$ cat config.mk
export PLATFORM = sky130hd
export DESIGN_NAME = dragon_mover_flat
export DESIGN_NICKNAME = d
export VERILOG_FILES = /design/src/rtl/dragon_mover_if.sv /design/src/rtl/dragon_mover.sv /design/src/flat_wrapper.sv
export SDC_FILE = /design/constraint.sdc
export NUM_CORES = 1
export LEC_CHECK = 0
export ABC_AREA = 1
export CAP_MARGIN = 40
export CORE_ASPECT_RATIO = 1.1
export CORE_MARGIN = 2
export CORE_UTILIZATION = 40
export CTS_CLUSTER_DIAMETER = 50
export DETAILED_ROUTE_END_ITERATION = 8
export HOLD_SLACK_MARGIN = 0.02
export PLACE_DENSITY_LB_ADDON = 0.15
export SETUP_SLACK_MARGIN = 0.5
export SLEW_MARGIN = 20
export SYNTH_ARGS = -nofsm -noshare
export SYNTH_HDL_FRONTEND = slang
export SYNTH_SLANG_ARGS = --single-unit
export TNS_END_PERCENT = 20
$ cat constraint.sdc
create_clock -name clk -period 3.1 [get_ports clk]
set_input_delay 0.31 -clock clk [delete_from_list [all_inputs] [get_ports clk]]
set_output_delay 0.31 -clock clk [all_outputs]
set_load 0.005 [all_outputs]
$ cat src/rtl/dragon_mover_if.sv
// Bundles the dragon mover's frame, target and status signals between
// the behaviour controller, collision logic and the mover itself.
interface dragon_mover_if;
  logic       trigger;
  logic       dragon_hurt;
  logic [7:0] target_pos;
  logic [7:0] player_pos;
  logic [7:0] sheep_pos;
  logic [7:0] dragon_pos;
  logic [6:0] dragon_state;
  logic       target_reached_player;
  logic       target_reached_sheep;

  modport master (
    output trigger, dragon_hurt, target_pos, player_pos, sheep_pos,
    input  dragon_pos, dragon_state, target_reached_player, target_reached_sheep
  );

  modport slave (
    input  trigger, dragon_hurt, target_pos, player_pos, sheep_pos,
    output dragon_pos, dragon_state, target_reached_player, target_reached_sheep
  );
endinterface

$ cat src/rtl/dragon_mover.sv
// Walks the dragon one tile per MOVE_PERIOD frame ticks toward its target,
// freezing for STUN_FRAMES ticks after a hit and pulsing on arrival.
module dragon_mover #(
  parameter int unsigned MOVE_PERIOD = 2,
  parameter int unsigned STUN_FRAMES = 8,
  parameter logic [7:0]  START_POS   = 8'h00
) (
  input logic           clk,
  input logic           reset,
  dragon_mover_if.slave bus
);
  localparam logic [3:0] MP = 4'(MOVE_PERIOD);
  localparam logic [3:0] SF = 4'(STUN_FRAMES);

  typedef enum logic [1:0] {WAIT, STEP, STUN} state_t;

  state_t     state, state_next;
  logic [3:0] tick_cnt, tick_next;
  logic [3:0] stun_cnt, stun_next;
  logic [7:0] pos, pos_next;
  logic [2:0] growth, growth_next;
  logic [1:0] dir, dir_next;
  logic       moving, moving_next;
  logic       step_done, step_done_next;
  logic       hit_player, hit_player_next;
  logic       hit_sheep, hit_sheep_next;

  logic [3:0] x, y, tx, ty;
  logic [4:0] dx, dy, adx, ady;
  logic       go_x, go_y;

  // Signed 5-bit deltas; the larger-magnitude axis moves, ties favour x.
  always_comb begin
    x    = pos[7:4];
    y    = pos[3:0];
    tx   = bus.target_pos[7:4];
    ty   = bus.target_pos[3:0];
    dx   = {1'b0, tx} - {1'b0, x};
    dy   = {1'b0, ty} - {1'b0, y};
    adx  = dx[4] ? 5'(5'd0 - dx) : dx;
    ady  = dy[4] ? 5'(5'd0 - dy) : dy;
    go_x = (dx != 5'd0) && (adx >= ady);
    go_y = (dy != 5'd0);
  end

  always_comb begin
    state_next      = state;
    tick_next       = tick_cnt;
    stun_next       = stun_cnt;
    pos_next        = pos;
    growth_next     = growth;
    dir_next        = dir;
    moving_next     = moving;
    step_done_next  = 1'b0;
    // Arrival is judged on the registered post-step position, one edge after the move.
    hit_player_next = step_done && !bus.dragon_hurt && (pos == bus.player_pos);
    hit_sheep_next  = step_done && !bus.dragon_hurt && (pos == bus.sheep_pos);

    if (bus.dragon_hurt) begin
      state_next  = STUN;
      stun_next   = '0;
      moving_next = 1'b0;
    end else begin
      case (state)
        WAIT: begin
          if (bus.trigger) begin
            if (tick_cnt + 4'd1 == MP) begin
              tick_next  = '0;
              state_next = STEP;
            end else begin
              tick_next = tick_cnt + 4'd1;
            end
          end
        end
        STEP: begin
          state_next     = WAIT;
          step_done_next = 1'b1;
          growth_next    = (growth == 3'd7) ? growth : growth + 3'd1;
          if (go_x) begin
            pos_next[7:4] = dx[4] ? x - 4'd1 : x + 4'd1;
            dir_next      = dx[4] ? 2'b11 : 2'b01;
            moving_next   = 1'b1;
          end else if (go_y) begin
            pos_next[3:0] = dy[4] ? y - 4'd1 : y + 4'd1;
            dir_next      = dy[4] ? 2'b00 : 2'b10;
            moving_next   = 1'b1;
          end else begin
            moving_next = 1'b0;
          end
        end
        STUN: begin
          if (bus.trigger) begin
            if (stun_cnt + 4'd1 == SF) begin
              state_next = WAIT;
              tick_next  = '0;
              stun_next  = '0;
            end else begin
              stun_next = stun_cnt + 4'd1;
            end
          end
        end
        default: state_next = WAIT;
      endcase
    end
  end

  always_ff @(posedge clk) begin
    if (reset) begin
      state      <= WAIT;
      tick_cnt   <= '0;
      stun_cnt   <= '0;
      pos        <= START_POS;
      growth     <= '0;
      dir        <= '0;
      moving     <= 1'b0;
      step_done  <= 1'b0;
      hit_player <= 1'b0;
      hit_sheep  <= 1'b0;
    end else begin
      state      <= state_next;
      tick_cnt   <= tick_next;
      stun_cnt   <= stun_next;
      pos        <= pos_next;
      growth     <= growth_next;
      dir        <= dir_next;
      moving     <= moving_next;
      step_done  <= step_done_next;
      hit_player <= hit_player_next;
      hit_sheep  <= hit_sheep_next;
    end
  end

  assign bus.dragon_pos            = pos;
  assign bus.dragon_state          = {state == STUN, moving, dir, growth};
  assign bus.target_reached_player = hit_player;
  assign bus.target_reached_sheep  = hit_sheep;
endmodule

$ cat src/flat_wrapper.sv
// flat-port wrapper written by rule: the top's interface ports become plain ports
module dragon_mover_flat 
#(
  parameter int unsigned MOVE_PERIOD = 2,
  parameter int unsigned STUN_FRAMES = 8,
  parameter logic [7:0]  START_POS   = 8'h00
)
  (clk, reset, bus_trigger, bus_dragon_hurt, bus_target_pos, bus_player_pos, bus_sheep_pos, bus_dragon_pos, bus_dragon_state, bus_target_reached_player, bus_target_reached_sheep);
  dragon_mover_if bus_i ();
  input logic clk;
  input logic reset;
  input wire logic [$bits(bus_i.trigger)-1:0] bus_trigger;
  input wire logic [$bits(bus_i.dragon_hurt)-1:0] bus_dragon_hurt;
  input wire logic [$bits(bus_i.target_pos)-1:0] bus_target_pos;
  input wire logic [$bits(bus_i.player_pos)-1:0] bus_player_pos;
  input wire logic [$bits(bus_i.sheep_pos)-1:0] bus_sheep_pos;
  output wire logic [$bits(bus_i.dragon_pos)-1:0] bus_dragon_pos;
  output wire logic [$bits(bus_i.dragon_state)-1:0] bus_dragon_state;
  output wire logic [$bits(bus_i.target_reached_player)-1:0] bus_target_reached_player;
  output wire logic [$bits(bus_i.target_reached_sheep)-1:0] bus_target_reached_sheep;
  assign bus_i.trigger = bus_trigger;
  assign bus_i.dragon_hurt = bus_dragon_hurt;
  assign bus_i.target_pos = bus_target_pos;
  assign bus_i.player_pos = bus_player_pos;
  assign bus_i.sheep_pos = bus_sheep_pos;
  assign bus_dragon_pos = bus_i.dragon_pos;
  assign bus_dragon_state = bus_i.dragon_state;
  assign bus_target_reached_player = bus_i.target_reached_player;
  assign bus_target_reached_sheep = bus_i.target_reached_sheep;
  dragon_mover #(.MOVE_PERIOD(MOVE_PERIOD), .STUN_FRAMES(STUN_FRAMES), .START_POS(START_POS)) u_core (.clk(clk), .reset(reset), .bus(bus_i));
endmodule
* Word-level counts from Yosys, hierarchy flattened
Index checks and enable logic that the tools add are counted.
Cells by class: $add $sub $neg 11, magnitude comparators 1, equality and inequality tests 15, mux-type cells 23, bitwise gates (word level) 3, reductions and logical operators 19
Operator list (number):
- $mux W4 | 7
- $mux W2 | 9
- $add A4 B1 Y4 const B | 4
- $eq A8 B8 Y1 | 2
- $reduce_and A4 Y1 | 3
- $mux W5 | 2
- $reduce_bool A5 Y1 | 2
- $sub A1 B5 Y5 const A | 2
- $sub A4 B4 Y5 | 2
- $reduce_and A3 Y1 | 3
- $pmux W4 S2 | 1
- $sub A4 B1 Y4 const B | 2
- $ne A3 B2 Y1 const B | 2
- $ne A3 B3 Y1 const B | 2
- $ge A5 B5 Y1 | 1
- $reduce_and A5 Y1 | 1
- $eq A4 B2 Y1 const B | 1
- $eq A4 B4 Y1 const B | 1
- $logic_and A1 B1 Y1 | 4
- $ne A2 B1 Y1 const B | 2
- $ne A2 B2 Y1 const B | 2
- $pmux W2 S2 | 1
- $reduce_bool A2 Y1 | 2
- $add A3 B1 Y3 const B | 1
- 9 further kinds | 13
Storage, ports and cells: register bits 27, input port bits 28, output and inout port bits 17, word-level logic and storage cells 84

* Logic depth before layout (Yosys ltp)
Gate-level depths: netlist of run 1.
depth after elaboration 7, gate-level depth with buffers 20, mapped depth without buffers 20

* Worst setup path after synthesis of run 1
No wires, ideal clock.
kind register to register, start reg u_core.pos[5] (netlist: u_core.bus.dragon_pos[5]), end reg u_core.pos[7] (netlist: u_core.bus.dragon_pos[7]), setup time 118 ps, arrival 2767 ps, data required time 2982 ps, setup slack 215 ps, cell stages (with the launch flop) 17, path buffers 1, period minus slack after synthesis 2885 ps, cell sequence dfxtp_1 inv_1 fa_1 nand3_1 nand2_2 inv_1 o21ai_0 xor2_1 ha_1 nand2_1 nor2_1 o21ai_0 o211ai_1 nand3_2 buf_6 nor3_1 nor2_1
Between the ends: cells in the longest elaborated chain, start to end 6, elaborated cells between the ends (all ways) 10, those cells by class add/sub (4); order compare (1); mux (2); reduce/logical (3)
Ends and longest elaborated chain:
- start: declaration | line dragon_mover.sv:20 | logic [7:0] pos, pos_next;
- start signal: assignment | line dragon_mover.sv:123 | pos <= pos_next;
- $sub A4 B4 Y5 | line dragon_mover.sv:38 | dx = {1'b0, tx} - {1'b0, x};
- $sub A1 B5 Y5 | line dragon_mover.sv:40 | adx = dx[4] ? 5'(5'd0 - dx) : dx;
- $mux W5 | line dragon_mover.sv:40
- $ge A5 B5 Y1 | line dragon_mover.sv:42 | go_x = (dx != 5'd0) && (adx >= ady);
- $logic_and A1 B1 Y1 | line dragon_mover.sv:42
- $reduce_and A3 Y1 (no source line)
Several ways; a longest one is shown, not always the timed one. A chain may end at the register's enable or synchronous reset.

* Worst setup path in the final report of run 1
start reg u_core.pos[0] (netlist: u_core.bus.dragon_pos[0]), end reg u_core.pos[7] (netlist: u_core.bus.dragon_pos[7])
Between the ends: cells in the longest elaborated chain, start to end 6
Ends and longest elaborated chain:
- $sub A4 B4 Y5 (*) | line dragon_mover.sv:39 | dy = {1'b0, ty} - {1'b0, y};
- $sub A1 B5 Y5 | line dragon_mover.sv:41 | ady = dy[4] ? 5'(5'd0 - dy) : dy;
- $mux W5 (*) | line dragon_mover.sv:41
- $ge A5 B5 Y1 (*) | line dragon_mover.sv:42
- $logic_and A1 B1 Y1 (*) | line dragon_mover.sv:42
- $reduce_and A3 Y1 (no source line) (*)
Every way passes the cells marked *; elsewhere a longest branch is shown, timed or not.

==> run summary, run 1 <==
- 0 — number of pins with negative max-slew slack in the final report
- 44 — count of port buffers added during placement
- 8.307 mm — first-pass GRT wire length
- 6 — maximum fanout along the worst path
- 3.31 ns — Worst Path Required
- 41.85% — Starting Density
- 0.0001514 V — largest voltage drop on the vdd net
- 3.983 mm — Final HPWL DP
- 0 — count of flip-flops with a built-in enable after synthesis
- 29.90% — switching portion of total power
- 18 — number of cells on the critical path
- 2 — Max Buffers Root-to-Sink
- yes — clock tree from TritonCTS
- 0.002902 mm^2 — cell area after layout
- 0.35 ns — setup slack of the most critical reg-to-reg path
- 270.9 mW/mm^2 — cell area power density
- adder cells — critical path's top delay family
- 2026 — routed vias
- 346 — Net Count, Synth
- 73.64% — Max-Slew Margin vs Limit
- sky130_fd_sc_hd__nand2_1 (40), sky130_fd_sc_hd__clkdlybuf4s50_1 (40), sky130_fd_sc_hd__inv_1 (34), sky130_fd_sc_hd__nor2_1 (23), sky130_fd_sc_hd__dfxtp_1 (21) — commonest cells after routing, fill and taps aside
- 29.8% — combinational group share of total power
- u_core.bus.dragon_pos[0]$_SDFFE_PP0P_ — worst reg2reg startpoint
- 18 — r2r worst-path depth
- 25.49% — area fraction of the dominant cell type after synthesis
- 0 — final count of hold timing violations
- 25.4% — share of total power in the clock network
- 0 — remaining number of nets flagged by the antenna check after routing
- 502 — filler cell count
- sky130_fd_sc_hd__dfxtp_1 — cell taking the most area after synthesis
- 7.338 um^2 — syn avg cell area
- 0.0002350 W — NetSw
- 2.750 ns — final period demand of the worst path
- 36 — number of unique standard cell types used by synthesis
- 1879 — number of global-route vias before repair
- 0 — number of antenna violations at the first check in global routing
- 1.255% — met3 Use GR
- 0.3939 ns — transition time of the tightest slew-check pin
- 0.005067 mm^2 — placeable core area
- 4 — Bufs and invs on worst path
- sky130_fd_sc_hd__dfxtp_1 (25%), sky130_fd_sc_hd__ha_1 (15%), sky130_fd_sc_hd__inv_1 (8.0%) — biggest area contributors in the synthesized netlist
- 0.002763 mm^2 — Placement Cell Area
- 1.294 nW — leakage component of the power
- 0.27 ns — clock insertion delay at the later pin of the skew report
- 0.3498 ns — post-route setup slack
- 3 — number of buffers added by the clock tree synthesis step
- 0% — Async S/R FF share, synth
- sky130_fd_sc_hd__clkbuf_8 — clock root buffer
- 407 — final standard cell count with taps included and fillers excluded
- 36.81% — synth-to-layout area growth
- 363.6 MHz — achievable clock frequency
- reg2reg — HP Class
- -0.1794 ns — setup slack after placement
- 44.8% — Flop pwr share
- 46 — number of DRC violations after detailed-routing iteration 0
- 0 — number of remaining DRC errors
- 0 — hold buffer count at CTS
- 0 — Synth warnings
- 0.0007859 W — sum of internal, switching and leakage power
- 27 — register bit count reported by yosys
- 4 — first-pass iteration count of the detailed router
- 12.28 um — routed len/inst
- 4.978 — detailed-route vias per instance
- 1 — H-tree level count
- 16 — maximum number of pins on one net before global-route repair
- 0.8163 — RePlAce Congestion
- sky130_fd_sc_hd__dfxtp_1 — main flop type after synthesis
- u_core.bus.dragon_pos[7]$_SDFFE_PP0P_ — reg2reg end
- 0 ns — setup tns final
- u_core.bus.dragon_pos[0]$_SDFFE_PP0P_ — source of the critical timing path
- 20.34% — share of final-layout standard cells stronger than drive strength 1
- 0.005901 mm^2 — floorplan die area
- 0.006004 ns — Layout Skew
- met2 — busiest metal layer after global routing
- 2.96 ns — worst path arrival time
- 88.72% — Final period util
- 4.997 mm — post-detailed-routing wire length
- 0.0005509 W — internal power consumption
- 23.51% — met1 routing resource usage after global routing
- 45 — Boundary Pins
- 17.80% — Overall Global Routing Usage
- 0.002121 mm^2 — synthesized area
- 25.49% — Seq/Total Area, Yosys
- 73.43 um — Chip Width
- 0.43 ns — slowest cell delay on critical path
- 0 — Antenna diodes
- reg2reg — path type of the worst setup path
- 27 — number of sinks handled by clock tree synthesis
- 0.10 ns — clock input transition at the sequential cells of the worst setup and hold paths
- 27 — standard-cell rows
- sky130_fd_sc_hd__fa_2 — master of the slowest instance on the critical path
- 0 — max-cap check violation count
- 0 — overflow left after global routing
- 407 — number of nets in the final layout
- 80.37 um — die outline height
- ha_4 -> inv_4 -> fa_2 -> inv_2 -> ha_4 -> inv_2 -> nor2_4 -> nand4_1 -> ha_1 -> nand2_1 -> nor2_1 -> o21ai_1 -> o211ai_1 -> buf_4 -> nand3_4 -> o21ai_2 -> nand2_1 -> nor2_1 — cells along the critical path
- register — crit path capture type
- 289 — number of cells produced by synthesis
- register — Worst setup SP type
- true — RSZ-0062 raised after global routing
- u_core.bus.dragon_pos[7]$_SDFFE_PP0P_ — CP Capture Point
- 31.17% — GR Layer Usage met2
- 398 — Cells after DPL
- finished clean — status
- 0 — Finish-stage setup viols
-- flip-flops by register name, summed over array words and instances (netlist names) --
signal,cells
u_core.tick_cnt,4
u_core.step_done,1
u_core.bus.target_reached_player,1
u_core.state,2
u_core.bus.dragon_pos,8
u_core.dir,2
u_core.moving,1
u_core.growth,3
u_core.bus.target_reached_sheep,1
u_core.stun_cnt,4
-- worst min path at each step --
| stage | start | endpoint | slack, ns | depth (start not counted) |
|---|---|---|---|---|
| 6_report | u_core.stun_cnt[3]$_SDFFE_PP0P_ | u_core.stun_cnt[3]$_SDFFE_PP0P_ | 0.47 | 2 |
| 3_5_place_dp | u_core.dir[0]$_SDFFE_PP0P_ | u_core.dir[0]$_SDFFE_PP0P_ | 0.46 | 2 |
| 2_1_floorplan | bus_dragon_hurt | u_core.state[1]$_SDFFE_PP0P_ | 0.44 | 2 |
| 3_3_place_gp | u_core.stun_cnt[3]$_SDFFE_PP0P_ | u_core.stun_cnt[3]$_SDFFE_PP0P_ | 0.46 | 2 |
| 4_1_cts | u_core.dir[0]$_SDFFE_PP0P_ | u_core.dir[0]$_SDFFE_PP0P_ | 0.47 | 2 |
| 5_1_grt | u_core.dir[0]$_SDFFE_PP0P_ | u_core.dir[0]$_SDFFE_PP0P_ | 0.48 | 2 |
-- worst register-to-register path, cell delays in order (launching register included) --
cell                       delay (ns)
sky130_fd_sc_hd__dfxtp_4         0.37
sky130_fd_sc_hd__ha_4            0.16
sky130_fd_sc_hd__inv_4           0.05
sky130_fd_sc_hd__fa_2            0.43
sky130_fd_sc_hd__inv_2           0.10
sky130_fd_sc_hd__ha_4            0.13
sky130_fd_sc_hd__inv_2           0.04
sky130_fd_sc_hd__nor2_4          0.08
sky130_fd_sc_hd__nand4_1         0.10
sky130_fd_sc_hd__ha_1            0.33
sky130_fd_sc_hd__nand2_1         0.07
sky130_fd_sc_hd__nor2_1          0.10
sky130_fd_sc_hd__o21ai_1         0.07
sky130_fd_sc_hd__o211ai_1        0.08
sky130_fd_sc_hd__buf_4           0.18
sky130_fd_sc_hd__nand3_4         0.12
sky130_fd_sc_hd__o21ai_2         0.14
sky130_fd_sc_hd__nand2_1         0.05
sky130_fd_sc_hd__nor2_1          0.09
-- layer usage --
layer	up-vias	wire length, um
li1	1076	-
met1	920	2411
met2	28	2433
met3	2	118
met4	0	34
met5	-	0
-- stage by stage --
stage	hold slack, ns	utilization, %
CTS	0.4695	56.84
floorplan	0.4403	-
detailed placement	0.4560	54.52
global placement	0.4554	54.52
finish	0.4677	57.26
global route	0.4820	57.26
-- power groups by stage --
stage / logic (W) / clock network, W / registers (W)
after floorplan: 0.000127 / 0 / 0.000360
after global placement: 0.000210 / 0 / 0.000361
after detailed placement: 0.000213 / 0 / 0.000361
after CTS: 0.000232 / 0.000205 / 0.000352
after global routing: 0.000264 / 0.000221 / 0.000353
final: 0.000235 / 0.000199 / 0.000352
-- area by class of cell --
cell class | count | area [um^2] | area share (%)
sequential | 27 | 558.0 | 19.23
tap | 58 | 72.57 | 2.501
clock buffer | 3 | 41.29 | 1.423
clock inverter | 1 | 5.005 | 0.1725
multi-input combinational | 211 | 1490 | 51.36
inverter | 48 | 182.7 | 6.296
timing repair buffer | 59 | 551.8 | 19.02
-- Yosys cell counts (2+ instances only) --
cell                       count
sky130_fd_sc_hd__nor3_1        5
sky130_fd_sc_hd__o21ai_0      17
sky130_fd_sc_hd__dfxtp_1      27
sky130_fd_sc_hd__o21ai_1       3
sky130_fd_sc_hd__nor2_2        5
sky130_fd_sc_hd__fa_1          4
sky130_fd_sc_hd__xor2_1       12
sky130_fd_sc_hd__a221oi_1      4
sky130_fd_sc_hd__nand2_2       5
sky130_fd_sc_hd__nand2_4       2
sky130_fd_sc_hd__nand3_2       2
sky130_fd_sc_hd__ha_1         25
sky130_fd_sc_hd__a211oi_1      3
sky130_fd_sc_hd__a21oi_1      21
sky130_fd_sc_hd__nor2_1       24
sky130_fd_sc_hd__nand3_1      17
sky130_fd_sc_hd__nand4_1       2
sky130_fd_sc_hd__inv_2         3
sky130_fd_sc_hd__o22ai_1       4
sky130_fd_sc_hd__nand2_1      41
sky130_fd_sc_hd__xnor2_1       4
sky130_fd_sc_hd__inv_1        45
-- what timing repair did --
item,CTS,global route
pin swaps,21,15
resized for setup,16,9
buffers inserted,4,0
cloned,1,0
setup endpoints to repair,11,11
-- kinds of logic after synthesis --
| family | synth area share, % |
|---|---|
| AND/OR/NAND/NOR | 24.25 |
| adder cells (fa/ha/maj) | 18.53 |
| buffers and inverters | 9.734 |
| AO/OA/AOI/OAI | 15.40 |
| flip-flops | 25.49 |
| XOR/XNOR | 6.607 |
No activity file was read; power rests on OpenSTA's default activity.
==> inputs of run 2 (changes only) <==
--- a/config.mk
+++ b/config.mk
@@ -15,7 +15,6 @@
 export HOLD_SLACK_MARGIN = 0.02
 export PLACE_DENSITY_LB_ADDON = 0.15
 export SETUP_SLACK_MARGIN = 0.5
-export SLEW_MARGIN = 20
 export SYNTH_ARGS = -nofsm -noshare
 export SYNTH_HDL_FRONTEND = slang
 export SYNTH_SLANG_ARGS = --single-unit
==> constraint.sdc (replaced) <==
create_clock -name clk -period 2.9 [get_ports clk]
set_input_delay 0.29 -clock clk [delete_from_list [all_inputs] [get_ports clk]]
set_output_delay 0.29 -clock clk [all_outputs]
set_load 0.005 [all_outputs]
==> run 2 against run 1 <==
Global-route usage is 0.13 points higher. Combinational power up 13%. Non-clock buffer count is 11 higher. First-iteration DRC count grew 120%. Register-to-register slack lost 0.25 ns. Sequential power increased by 7.1%. Critical path type unchanged. Largest cell class unchanged. Sequential share of layout area fell by 0.74 points.
==> run summary, run 2 (same netlist as run 1, synthesis figures left out) <==
- finished clean — status
- 73.43 um — Chip Width, unchanged
- 0 — number of antenna violations at the first check in global routing, unchanged
- register — Worst setup SP type
- 5.140 mm — post-detailed-routing wire length, +2.9%
- 0.3871 ns — transition time of the tightest slew-check pin, -0.006758 ns
- 2.802 ns — final period demand of the worst path, +0.05224 ns
- 2 — Max Buffers Root-to-Sink, unchanged
- 23.38% — met1 routing resource usage after global routing, -0.13 points
- u_core.bus.dragon_pos[0]$_SDFFE_PP0P_ — worst reg2reg startpoint
- yes — clock tree from TritonCTS
- register — crit path capture type
- 0 — max-cap check violation count, unchanged
- true — RSZ-0062 raised after global routing
- 1 — H-tree level count, unchanged
- 283.9 mW/mm^2 — cell area power density, +4.8%
- 0.005901 mm^2 — floorplan die area, unchanged
- 22.50% — share of final-layout standard cells stronger than drive strength 1, +2.2 points
- 1.506% — met3 Use GR, +0.25 points
- 1984 — number of global-route vias before repair, +5.6%
- 41.00% — synth-to-layout area growth
- met2 — busiest metal layer after global routing
- 0.002840 mm^2 — Placement Cell Area, +2.8%
- 4.172 mm — Final HPWL DP, +4.8%
- 44 — count of port buffers added during placement, unchanged
- reg2reg — HP Class
- 4.971 — detailed-route vias per instance, -0.13%
- 8 — number of flip-flops under the largest register name, unchanged
- 8.535 mm — first-pass GRT wire length, +2.7%
- u_core.bus.dragon_pos[0]$_SDFFE_PP0P_ — source of the critical timing path
- 80.37 um — die outline height, unchanged
- 0.004141 ns — Layout Skew, -0.001863 ns
- 27 — standard-cell rows, unchanged
- 96.64% — Final period util, +7.9 points
- 27 — number of sinks handled by clock tree synthesis, unchanged
- 0 — overflow left after global routing, unchanged
- 3 — number of buffers added by the clock tree synthesis step, unchanged
- 408 — Cells after DPL, +2.5%
- sky130_fd_sc_hd__clkdlybuf4s50_1 (42), sky130_fd_sc_hd__nand2_1 (40), sky130_fd_sc_hd__inv_1 (35), sky130_fd_sc_hd__buf_4 (25), sky130_fd_sc_hd__dfxtp_1 (23) — commonest cells after routing, fill and taps aside
- sky130_fd_sc_hd__clkbuf_8 — clock root buffer
- 59.01% — core occupancy in the finished layout, +1.8 points
- 74.11% — Max-Slew Margin vs Limit, +0.47 points
- 0.09 ns — clock input transition at the sequential cells of the worst setup and hold paths, about the same
- 0 — Antenna diodes, unchanged
- 0.002990 mm^2 — cell area after layout, +3.1%
- 0.005067 mm^2 — placeable core area, unchanged
- u_core.stun_cnt[3]$_SDFFE_PP0P_ — hold path startpoint
- 102 — number of DRC violations after detailed-routing iteration 0, +120%
- reg2reg — path type of the worst setup path
- 356.8 MHz — achievable clock frequency, -1.9%
- 45 — Boundary Pins, unchanged
- 3.01 ns — worst path arrival time, +0.05 ns
- 418 — final standard cell count with taps included and fillers excluded, +2.7%
- 501 — filler cell count, -0.20%
- 0.0001393 V — largest voltage drop on the vdd net, -8.0%
- 32.16% — GR Layer Usage met2, +0.99 points
- 418 — number of nets in the final layout, +2.7%
- 3.11 ns — Worst Path Required, -0.20 ns
- 5 — maximum fanout along the worst path, -1
- 4 — first-pass iteration count of the detailed router, unchanged
- 12.30 um — routed len/inst, +0.15%
- 41.85% — Starting Density, unchanged
- 2078 — routed vias, +2.6%
- 0.4673 ns — Hold Worst Slack, -0.0004600 ns
- 0 — final count of hold timing violations, unchanged
- 0 — number of remaining DRC errors, unchanged
- 15 — maximum number of pins on one net before global-route repair, -1
- 0.26 ns — clock insertion delay at the later pin of the skew report, about the same
- 0 — remaining number of nets flagged by the antenna check after routing, unchanged
- 0 — number of pins with negative max-slew slack in the final report, unchanged
- 0 — Finish-stage setup viols, unchanged
- 1.342 nW — leakage component of the power, +3.7%
- 17.93% — Overall Global Routing Usage, +0.13 points
- sky130_fd_sc_hd__clkdlybuf4s50_1 — leading cell type in the layout, fill and taps excluded
- 0.8262 — RePlAce Congestion, +1.2%
run 2: final timing paths:
kind	to	slack, ns	cells after the start
worst max register to register	u_core.bus.dragon_pos[7]$_SDFFE_PP0P_	0.1	17
worst max-delay path	u_core.bus.dragon_pos[7]$_SDFFE_PP0P_	0.1	17
worst min register to register	u_core.stun_cnt[3]$_SDFFE_PP0P_	0.47	2
worst min-delay path	u_core.stun_cnt[3]$_SDFFE_PP0P_	0.47	2
run 2: final cells by class:
cell class / count / area [um^2] / area share [%]
tap: 58 / 72.57 / 2.427
sequential: 27 / 553.0 / 18.49
inverter: 48 / 185.2 / 6.192
clock buffer: 4 / 45.04 / 1.506
multi-input combinational: 211 / 1498 / 50.08
timing repair buffer: 70 / 636.9 / 21.30
run 2: power by group:
part	switching, W	internal [W]	leakage [nW]	total (W)
combinational	0.000132	0.000133	1.10	0.000265
sequential	0.00000486	0.000372	0.221	0.000377
clock	0.000109	0.0000981	0.0228	0.000207
total	0.000246	0.000603	1.34	0.000849
run 2: layer usage:
layer	vias up	wire, um
met1	933	2355
met4	0	31
met3	2	186
met5	-	0
li1	1106	-
met2	37	2568
run 2: worst max-delay path: stages (launching register included):
cell and delay (ns):
sky130_fd_sc_hd__dfxtp_4 0.37, sky130_fd_sc_hd__ha_4 0.13, sky130_fd_sc_hd__inv_4 0.03, sky130_fd_sc_hd__fa_1 0.46, sky130_fd_sc_hd__inv_2 0.10, sky130_fd_sc_hd__ha_4 0.15, sky130_fd_sc_hd__inv_2 0.04, sky130_fd_sc_hd__nor2_4 0.09
sky130_fd_sc_hd__nand4_1 0.10, sky130_fd_sc_hd__ha_1 0.31, sky130_fd_sc_hd__nand2_1 0.06, sky130_fd_sc_hd__buf_4 0.12, sky130_fd_sc_hd__o211ai_1 0.16, sky130_fd_sc_hd__buf_4 0.18, sky130_fd_sc_hd__nand3_4 0.11, sky130_fd_sc_hd__o21ai_2 0.14
sky130_fd_sc_hd__nand2_1 0.06, sky130_fd_sc_hd__nor2_1 0.11
run 2: what timing repair did:
action	4_1_cts	5_1_grt
hold buffers	0	0
gates cloned	1	0
setup endpoints to repair	11	11
pin swaps	19	3
resized for setup	15	8
buffers inserted	5	0
run 2: metrics by stage:
| step | total power [W] | setup WS, ns | TNS [ns] |
|---|---|---|---|
| after CTS | 0.0008568 | 0.09938 | 0 |
| after detailed placement | 0.0006184 | -0.4293 | -3.372 |
| after global placement | 0.0006153 | -0.3064 | -2.617 |
| after global routing | 0.0009061 | -0.06999 | -0.2597 |
| after floorplan | 0.0005216 | 0.3107 | 0 |
| final | 0.0008491 | 0.09752 | 0 |
==> inputs of run 3 (changes only) <==
--- a/config.mk
+++ b/config.mk
@@ -12,6 +12,7 @@
 export CORE_UTILIZATION = 40
 export CTS_CLUSTER_DIAMETER = 50
 export DETAILED_ROUTE_END_ITERATION = 8
+export GPL_ROUTABILITY_DRIVEN = 0
 export HOLD_SLACK_MARGIN = 0.02
 export PLACE_DENSITY_LB_ADDON = 0.15
 export SETUP_SLACK_MARGIN = 0.5
==> results of run 3 <==
The final DEF is identical to that of run 2; final timing and power are the same.
==> patch (settings of run 3) <==
`STUN_FRAMES` is set to 8 in 2 places; all go to 6.
--- a/src/rtl/dragon_mover.sv
+++ b/src/rtl/dragon_mover.sv
@@ -4,3 +4,3 @@
   parameter int unsigned MOVE_PERIOD = 2,
-  parameter int unsigned STUN_FRAMES = 8,
+  parameter int unsigned STUN_FRAMES = 6,
   parameter logic [7:0]  START_POS   = 8'h00
--- a/src/flat_wrapper.sv
+++ b/src/flat_wrapper.sv
@@ -4,3 +4,3 @@
   parameter int unsigned MOVE_PERIOD = 2,
-  parameter int unsigned STUN_FRAMES = 8,
+  parameter int unsigned STUN_FRAMES = 6,
   parameter logic [7:0]  START_POS   = 8'h00
Check against the original RTL: not equivalent (a bounded check fails within 10 cycles, from zero or initial values and one cycle with reset high).
==> patch against run 3 <==
Critical path depth fell by 2; synthesized area rose by 1.8%; synthesized cell count grew 2.4%; cell count increased by 6.9%; non-clock buffer count up 5; power grew 2.1%; worst setup slack better by 16 ps; sequential share of layout area shrank 0.69 points; cell area increased by 3.6%; sequential cell count unchanged; routed wire length is 0.25% lower; largest cell class unchanged; largest power group unchanged; highest routed layer unchanged.
==> patch: results (changes against run 3) <==
Crit path largest cell delay -> 560 ps (+100 ps)
Hpwl dp -> 4209 microns (+0.88%)
Crit path arrival time -> 2960 ps (-50 ps)
Synth Area in Compound Gates -> 15.07% (-0.33 points)
Fin nets -> 430 (+2.9%)
Largest family of logic cells by synthesized area -> simple AND/OR/NAND/NOR gates
First-pass GRT wire length -> 8804 microns (+3.2%)
Cells after Synth -> 296 (+2.4%)
Largest net degree at the start of global routing -> 15 (unchanged)
Worst Tran Pin Value -> 378.9 ps (-8.229 ps)
Status -> finished clean
Avg Vias per Cell -> 4.754 (-4.4%)
Max Root-Sink Buffers -> 2 (unchanged)
CP max-delay cell -> fa_2
VDD IR max -> 0.0001887 V (+35%)
WL/cell -> 11.47 microns (-6.7%)
Clk_skew -> 6.265 ps (+2.125 ps)
Leak Pwr -> 1.402 nW (+4.4%)
XOR/XNOR Fraction of Synth Area -> 6.899% (+0.29 points)
Top cells by count, synth -> inv_1, nand2_1, dfxtp_1
1st-iter DRT viols -> 56 (-45%)
Die area -> 6000 sq um (+1.7%)
Main area contributors after synthesis -> dfxtp_1, ha_1, inv_1
Post-Syn Nets -> 353 (+2.0%)
Sequential cell area fraction in the yosys report -> 25.04% (-0.44 points)
Layout cell share with drive strength beyond 1 -> 26.08% (+3.6 points)
DR vias -> 2125 (+2.3%)
Synth Flop Type -> dfxtp_1
Post-synth cell types -> 35 (-2.8%)
Adder-cell share of the synthesized area -> 18.20% (-0.32 points)
## patch: cell count changes after synthesis, sizes merged
cell            run 3  this run
o2111ai             1         0
inv                48        52
nand2              48        50
xnor2               4         2
a211oi              3         2
nand3              19        18
a21oi              22        24
o21ai              20        21
nor4                1         2
nor3                5         4
xor2               12        15
## patch: final timing paths
kind,from,to,slack [ps],cells past startpoint
setup / recovery,u_core.bus.dragon_pos[0]$_SDFFE_PP0P_,u_core.bus.dragon_pos[2]$_SDFFE_PP0P_,110,15
hold / removal,u_core.dir[0]$_SDFFE_PP0P_,u_core.dir[0]$_SDFFE_PP0P_,470,2
setup reg to reg,u_core.bus.dragon_pos[0]$_SDFFE_PP0P_,u_core.bus.dragon_pos[2]$_SDFFE_PP0P_,110,15
hold reg to reg,u_core.dir[0]$_SDFFE_PP0P_,u_core.dir[0]$_SDFFE_PP0P_,470,2
## patch: cells by family after synthesis
| logic type | after synthesis |
|---|---|
| xor gates and xnor gates | 17 |
| buffers and inverters | 56 |
| DFF | 27 |
| AOI/OAI and AO/OA | 58 |
| adders and majority gates | 29 |
| and+or+nand+nor | 109 |
## patch: layer usage
layer	global-route usage [%]	wire length [microns]	up-vias
met4	7.636	123	0
met5	0	0	-
met3	2.109	112	8
met2	32.50	2620	24
li1	-	-	1124
met1	22.57	2271	969
## patch: power breakdown
group / switching, mW / leakage (nW) / total, mW / internal, mW
combinational: 0.142 / 1.16 / 0.278 / 0.136
sequential: 0.00443 / 0.221 / 0.378 / 0.373
clock: 0.113 / 0.0228 / 0.211 / 0.0983
total: 0.259 / 1.40 / 0.867 / 0.607
## patch: stage by stage
step	hold slack [ps]	worst slack (ps)
after global routing	507.8	-71.84
after CTS	473.3	170.4
after floorplan	420.3	307.6
after detailed placement	458.8	-375.9
after global placement	449.1	-302.7
final	473.9	113.7
## patch: layout make-up
cell class | count | area [sq um]
clock buffers | 4 | 45.04
inverters | 52 | 197.7
well taps | 75 | 93.84
flip-flops and latches | 27 | 551.8
fillers | 511 | 2191
multi-input cells | 214 | 1536
repair buffers | 75 | 674.4
## patch: what timing repair did
item                                    CTS  global route
cloned                                    1             0
setup buffers                             1             2
resized for setup                        18            12
hold endpoints to repair                  0             0
endpoints found under the setup margin   11            11
pin swaps                                18             9
## patch: worst max-delay path: cells and delay by family (launching register included)
kind / cells / cell delay, ps
simple gates: 4 / 320
compound gates: 3 / 440
xor+xnor: 1 / 170
flops: 1 / 370
buf+inv: 3 / 270
fa+ha+maj: 4 / 1140
